`config.mk`:
```
export PLATFORM = sky130hd
export DESIGN_NAME = wvb_dpram_arbiter
export DESIGN_NICKNAME = d
export VERILOG_FILES = /design/src/rtl/wvb_pkg.sv /design/src/rtl/rr_next_select.sv /design/src/rtl/wvb_dpram_arbiter.sv
export SDC_FILE = /design/constraint.sdc
export NUM_CORES = 1
export LEC_CHECK = 0
export CAP_MARGIN = 10
export CORE_AREA = 8 8 299 301
export CTS_CLUSTER_SIZE = 40
export DETAILED_ROUTE_END_ITERATION = 8
export DIE_AREA = 0 0 307 309
export SLEW_MARGIN = 0
export SYNTH_ARGS = -nofsm -noshare
export SYNTH_HDL_FRONTEND = slang
export SYNTH_SLANG_ARGS = --single-unit
```
`constraint.sdc`:
```
create_clock -name clk -period 17.95 [get_ports clk]
set_input_delay 3.59 -clock clk [delete_from_list [all_inputs] [get_ports clk]]
set_output_delay 3.59 -clock clk [all_outputs]
set_load 0.01 [all_outputs]
```
`src/rtl/wvb_pkg.sv`:
```
// wvb_pkg
// Shared definitions for the waveform-buffer readout path.
//   - DPRAM data width and the widths of the length/source fields sent to the host
//   - state encoding of the DPRAM arbiter
//   - small index helpers for round-robin wrap-around arithmetic
package wvb_pkg;

  localparam int DPRAM_DATA_W = 128;
  localparam int LEN_W        = 16;
  localparam int SRC_W        = 4;

  // S_IDLE  : nobody owns the DPRAM, waiting for a pending reader
  // S_GRANT : one reader owns the DPRAM but has not written yet
  // S_XFER  : the owner is writing, waiting for its run pulse
  // S_HOST  : buffer handed to the host, every reader held off
  typedef enum logic [1:0] {
    S_IDLE  = 2'd0,
    S_GRANT = 2'd1,
    S_XFER  = 2'd2,
    S_HOST  = 2'd3
  } arb_state_t;

  // (base + off) modulo n, assuming base < n and off < n.
  function automatic int wrap_add(input int base, input int off, input int n);
    int s;
    s = base + off;
    if (s >= n) s = s - n;
    return s;
  endfunction

  // Next index after idx in a ring of n entries.
  function automatic int wrap_inc(input int idx, input int n);
    return wrap_add(idx, 1, n);
  endfunction

endpackage

```
`src/rtl/rr_next_select.sv`:
```
// rr_next_select
// Combinational round-robin picker: returns the first set bit of 'pending' at or
// after index 'ptr', wrapping past the top back to 0.
// Ports:
//   pending  in   N      request vector, one bit per channel
//   ptr      in   IDX_W  index that has the highest priority this round
//   sel      out  IDX_W  chosen channel (only meaningful while valid = 1)
//   valid    out  1      at least one request bit is set
module rr_next_select
  import wvb_pkg::*;
#(
  parameter int N     = 4,
  parameter int IDX_W = (N > 1) ? $clog2(N) : 1
) (
  input  logic [N-1:0]     pending,
  input  logic [IDX_W-1:0] ptr,
  output logic [IDX_W-1:0] sel,
  output logic             valid
);

  // Scan offsets from the farthest to the nearest so that the last hit written,
  // which wins, is the one closest to ptr.
  always_comb begin
    sel   = ptr;
    valid = 1'b0;
    for (int off = N - 1; off >= 0; off--) begin
      if (pending[wrap_add(int'(ptr), off, N)]) begin
        sel   = IDX_W'(wrap_add(int'(ptr), off, N));
        valid = 1'b1;
      end
    end
  end

endmodule

```
`src/rtl/wvb_dpram_arbiter.sv`:
```
// wvb_dpram_arbiter
// Shares one host readout DPRAM between N_READERS wvb_reader instances. Readers are
// granted one at a time in round-robin order; the owner's write port is muxed onto
// the DPRAM through one register stage and its run/len are forwarded to the host.
// After the run, every reader is held busy until the host has drained the buffer.
// Ports:
//   clk, rst      clock and asynchronous active-high reset
//   en            enable; low flushes everything back to the reset state
//   rdr_pending   per reader: header FIFO not empty (request)
//   rdr_data      per reader 128-bit write data, reader i at [128*i +: 128]
//   rdr_addr      per reader DPRAM write address
//   rdr_wren      per reader DPRAM write enable
//   rdr_len       per reader transfer length in 128-bit words
//   rdr_run       per reader one-cycle run pulse (transfer complete)
//   rdr_busy      per reader dpram_busy; 0 only for the reader currently owning the DPRAM
//   dpram_data/addr/wren   registered DPRAM write port
//   dpram_len     length of the buffered transfer
//   dpram_run     one-cycle pulse to the host: buffer ready
//   dpram_src     index of the reader that filled the buffer
//   host_busy     high while the host drains the DPRAM
module wvb_dpram_arbiter
  import wvb_pkg::*;
#(
  parameter int N_READERS         = 4,
  parameter int P_DPRAM_ADR_WIDTH = 8,
  parameter int P_GRANT_TIMEOUT   = 64
) (
  input  logic                                     clk,
  input  logic                                     rst,
  input  logic                                     en,
  input  logic [N_READERS-1:0]                     rdr_pending,
  input  logic [DPRAM_DATA_W*N_READERS-1:0]        rdr_data,
  input  logic [P_DPRAM_ADR_WIDTH*N_READERS-1:0]   rdr_addr,
  input  logic [N_READERS-1:0]                     rdr_wren,
  input  logic [LEN_W*N_READERS-1:0]               rdr_len,
  input  logic [N_READERS-1:0]                     rdr_run,
  output logic [N_READERS-1:0]                     rdr_busy,
  output logic [DPRAM_DATA_W-1:0]                  dpram_data,
  output logic [P_DPRAM_ADR_WIDTH-1:0]             dpram_addr,
  output logic                                     dpram_wren,
  output logic [LEN_W-1:0]                         dpram_len,
  output logic                                     dpram_run,
  output logic [SRC_W-1:0]                         dpram_src,
  input  logic                                     host_busy
);

  localparam int IDX_W = $clog2(N_READERS);
  localparam int AW    = P_DPRAM_ADR_WIDTH;
  localparam int CNT_W = $clog2(P_GRANT_TIMEOUT) + 1;
  localparam logic [CNT_W-1:0] CNT_LAST = CNT_W'(P_GRANT_TIMEOUT - 1);

  arb_state_t state, state_next;

  logic [IDX_W-1:0] ptr;
  logic [IDX_W-1:0] grant;
  logic [IDX_W-1:0] grant_inc;
  logic [IDX_W-1:0] sel_idx;
  logic             sel_valid;

  logic [CNT_W-1:0] cnt;
  logic             cnt_done;
  logic             host_seen;

  logic                    xfer_active;
  logic                    g_wren;
  logic                    g_run;
  logic [DPRAM_DATA_W-1:0] g_data;
  logic [AW-1:0]           g_addr;
  logic [LEN_W-1:0]        g_len;

  rr_next_select #(
    .N     (N_READERS),
    .IDX_W (IDX_W)
  ) u_rr_next_select (
    .pending (rdr_pending),
    .ptr     (ptr),
    .sel     (sel_idx),
    .valid   (sel_valid)
  );

  // Slice out the granted reader's signals once; everything downstream works on these.
  assign g_wren    = rdr_wren[grant];
  assign g_run     = rdr_run[grant];
  assign g_data    = rdr_data[DPRAM_DATA_W*int'(grant) +: DPRAM_DATA_W];
  assign g_addr    = rdr_addr[AW*int'(grant) +: AW];
  assign g_len     = rdr_len[LEN_W*int'(grant) +: LEN_W];
  assign grant_inc = IDX_W'(wrap_inc(int'(grant), N_READERS));

  assign xfer_active = (state == S_GRANT) || (state == S_XFER);
  assign cnt_done    = (cnt == CNT_LAST);

  // State register. en low behaves as a synchronous flush.
  always_ff @(posedge clk or posedge rst) begin
    if (rst) begin
      state <= S_IDLE;
    end else if (!en) begin
      state <= S_IDLE;
    end else begin
      state <= state_next;
    end
  end

  // Next-state logic. In S_GRANT a run beats a write, and both beat the timeout.
  // In S_HOST a high host_busy always holds the state; once it is low we leave if
  // the host has already been seen busy (drain done) or if it never showed up in
  // time (buffer treated as consumed).
  always_comb begin
    state_next = state;
    unique case (state)
      S_IDLE: begin
        if (!host_busy && sel_valid) state_next = S_GRANT;
      end
      S_GRANT: begin
        if (g_run)         state_next = S_HOST;
        else if (g_wren)   state_next = S_XFER;
        else if (cnt_done) state_next = S_IDLE;
      end
      S_XFER: begin
        if (g_run) state_next = S_HOST;
      end
      S_HOST: begin
        if (!host_busy && (host_seen || cnt_done)) state_next = S_IDLE;
      end
      default: state_next = S_IDLE;
    endcase
  end

  // Output logic: only the owner sees the DPRAM free, and only before its run.
  always_comb begin
    rdr_busy = '1;
    if (xfer_active) rdr_busy[grant] = 1'b0;
  end

  // Arbitration bookkeeping. The timeout counter restarts on every state change
  // and saturates at its last value, so it serves both S_GRANT and S_HOST.
  // The round-robin pointer moves past the owner whenever a grant ends.
  always_ff @(posedge clk or posedge rst) begin
    if (rst) begin
      ptr       <= '0;
      grant     <= '0;
      cnt       <= '0;
      host_seen <= 1'b0;
    end else if (!en) begin
      ptr       <= '0;
      grant     <= '0;
      cnt       <= '0;
      host_seen <= 1'b0;
    end else begin
      if (state_next != state) begin
        cnt <= '0;
      end else if (!cnt_done) begin
        cnt <= cnt + CNT_W'(1);
      end

      if (state == S_HOST) begin
        if (host_busy) host_seen <= 1'b1;
      end else begin
        host_seen <= 1'b0;
      end

      if (state == S_IDLE && state_next == S_GRANT) begin
        grant <= sel_idx;
      end

      if ((state == S_GRANT || state == S_HOST) && state_next == S_IDLE) begin
        ptr <= grant_inc;
      end
    end
  end

  // Registered write mux and run path. The run pulse goes out one cycle after the
  // reader's run, which lines it up with the last muxed write when the reader
  // writes its final word in the same cycle as its run.
  always_ff @(posedge clk or posedge rst) begin
    if (rst) begin
      dpram_wren <= 1'b0;
      dpram_data <= '0;
      dpram_addr <= '0;
      dpram_run  <= 1'b0;
      dpram_len  <= '0;
      dpram_src  <= '0;
    end else if (!en) begin
      dpram_wren <= 1'b0;
      dpram_data <= '0;
      dpram_addr <= '0;
      dpram_run  <= 1'b0;
      dpram_len  <= '0;
      dpram_src  <= '0;
    end else begin
      dpram_wren <= xfer_active && g_wren;
      dpram_run  <= xfer_active && g_run;
      if (xfer_active && g_wren) begin
        dpram_data <= g_data;
        dpram_addr <= g_addr;
      end
      if (xfer_active && g_run) begin
        dpram_len <= g_len;
        dpram_src <= SRC_W'(grant);
      end
    end
  end

endmodule

```
==> impl_metrics.yaml <==
worst_setup_path:
  critPathMaxFanout: 41
  cp-end-kind: "output pin"
  required_ns: 14.36
  slowest_delay_ns: 0.78
  path_cells: "buf_4, ha_1, nand2_1, clkdlybuf4s50_1"
  critical-path-slowest-cell: "dfrtp_4"
  crit_type: "flip-flop to output pin"
  start_kind: "flip-flop"
  cp_data_arrival_time_ns: 2.89
  r2r_setup_slack_ns: 14.47
sta:
  hold_viol: 0
  grt_setup_unrepaired: "false"
  setup_tns_ns: 0
  setup_viol: 0
  clock.fmax_mhz: 154.4
  drv_slew: 0
  finalCritPeriodShare_pct: 36.08
  clock_skew_ns: 0.01190
  tightest_slew_ns: 0.9904
  min_period_ns: 6.477
  slew_headroom_pct: 33.98
clock_tree:
  clock_latency_ns: 0.48
  cts_hold_buf: 0
  tritoncts: "done"
  path_clk_slew_ns: 0.07
  htree_levels: 4
  clock_sinks: 170
  cts-root-buf: "clkbuf_16"
  post_cts_buffers: 0
  clockBufferDepth: 2
  cts_resized: 0
  cts_buffers: 17
global_routing:
  grt_pass1_wl_mm: 89.56
  gr-total-overflow: 0
  grt_pass1_vias: 11390
  antenna_found_initial: 34
  grt_max_degree: 105
  grt_use_total_pct: 13.27
logic_synthesis:
  yosysWarnings: 0
  ys.flop_type: "dfrtp_1"
  syn_avg_cell_area_um2: 15.44
  netlist_instances: 657
  syn_area_um2: 10140
  synthArstFlopShare_pct: 100.0
  synth_cell_types: 47
  ys_seq_area_share_pct: 41.94
  synth-seq-cells: 170
  synth_edf_count: 0
route:
  first_iter_violations: 761
  drt_wl_total_mm: 66.26
  drt_pass1_iterations: 5
  via_per_inst: 3.963
  wl_per_cell_um: 25.83
  drc: 0
  postRouteAntennaNets: 0
  vias: 10160
cells_and_area:
  layout_common_cells: "clkdlybuf4s50_1 (783), dfrtp_1 (168), mux4_2 (154), a22o_1 (154), clkbuf_16 (17)"
  fin_nets: 2030
  final_common_cell: "clkdlybuf4s50_1"
  multi_input_area_um2: 5525
  fillCellCount: 8898
  syn_to_final_growth_pct: 95.10
  drive_gt1_share_pct: 14.75
  regArea_um2: 4262
place:
  place_congestion: 1.034
  portBuffers: 783
  dp.final_hpwl_mm: 55.96
power_and_ir_drop:
  power_density_nw_per_um2: 70.10
  leakage_nw: 7.312
  power_w: 0.001387
  vdd_drop_max_mv: 0.07118
floorplanning:
  core_area_um2: 84610
  start_util_pct: 11.99
  pin_count: 786
  core.rowCount: 107
  dieArea_um2: 94860
  chipHeight_um: 309
  die_x_um: 307
run_status:
  status: "complete, no violations"
flow_run:
  cap_violations: 0
min_path:
  hp-class: "flip-flop to flip-flop"
final cells by class:
cell class	instances	area share (%)
diodes	11	0.1391
clock buffers	19	2.188
clock inverters	13	0.7966
inverters	11	0.2466
multi-input cells	405	27.92
flip-flops and latches	170	21.53
well taps	1144	7.233
repair buffers	792	39.94
critical path: cells and delay by family, from the launching register on:
family	cells	cell delay [ns]
simple gates	1	0.06
buf+inv	2	1.21
flops	1	0.78
fa+ha+maj	1	0.27
metrics by stage:
step	cell area (µm²)	cells	util (%)	hold slack [ns]	worst slack [ns]
2_1_floorplan	10150	658	-	0.4689	9.757
3_3_place_gp	19170	2522	22.66	0.4807	11.63
3_5_place_dp	19170	2522	22.66	0.4866	11.56
4_1_cts	19760	2554	23.36	0.5089	11.31
5_1_grt	19770	2558	23.37	0.5196	11.18
6_report	19790	2565	23.39	0.5033	11.47
cells by family after synthesis:
group | Yosys count | synth area share, %
buffers and inverters | 83 | 3.861
xor gates and xnor gates | 2 | 0.1727
DFF | 170 | 41.94
adders and majority gates | 9 | 1.110
and+or+nand+nor | 47 | 2.307
other | 1 | 0.03697
muxes | 158 | 34.59
AOI/OAI and AO/OA | 187 | 15.99
worst paths after layout:
| path | start | end | cells after the start |
|---|---|---|---|
| max | grant[0] | rdr_busy[3] | 4 |
| min | dpram_data[67] | dpram_data[67] | 1 |
| max reg2reg | grant[0] | dpram_data[12] | 4 |
| min reg2reg | dpram_data[67] | dpram_data[67] | 1 |
| max in group asynchronous | rst | grant[0] | 3 |
| min in group asynchronous | rst | dpram_data[4] | 2 |
state kept, by name (all words and copies together) (netlist names):
signal	count
state	2
dpram_addr	8
cnt	7
dpram_run	1
dpram_len	16
grant	2
host_seen	1
dpram_src	2
dpram_data	128
ptr	2
dpram_wren	1
layer usage:
metal | vias to the layer above | GRT usage, % | share of wire, %
met2 | 684 | 20.74 | 46
met1 | 5144 | 16.39 | 41
met4 | 6 | 5.137 | 2.9
li1 | 4266 | - | -
met3 | 64 | 5.223 | 10
met5 | - | 0 | 0.051
where the power goes:
part / internal (W) / switching, W / leakage (nW)
Clock: 0.000209 / 0.000187 / 0.290
Combinational: 0.000320 / 0.000211 / 4.68
Sequential: 0.000420 / 0.0000396 / 2.34
synth_stat cells (all sizes together) (2+ instances only):
master	n	area [µm²]
nand3	2	15.01
nand2b	3	18.77
inv	11	41.29
mux4	154	3468
a22o	154	1349
nor3	9	45.04
clkbuf	20	75.07
ha	9	112.6
o22ai	3	18.77
and3	2	12.51
dfrtp	170	4254
a21oi	2	10.01
a211oi	2	20.02
buf	52	275.3
o21ai	7	35.03
mux2i	4	40.04
nor2	11	41.29
o211a	3	30.03
a21boi	4	33.78
nor2b	2	12.51
nand2	13	48.80
Note: power is estimated with default switching activity, not from simulation.
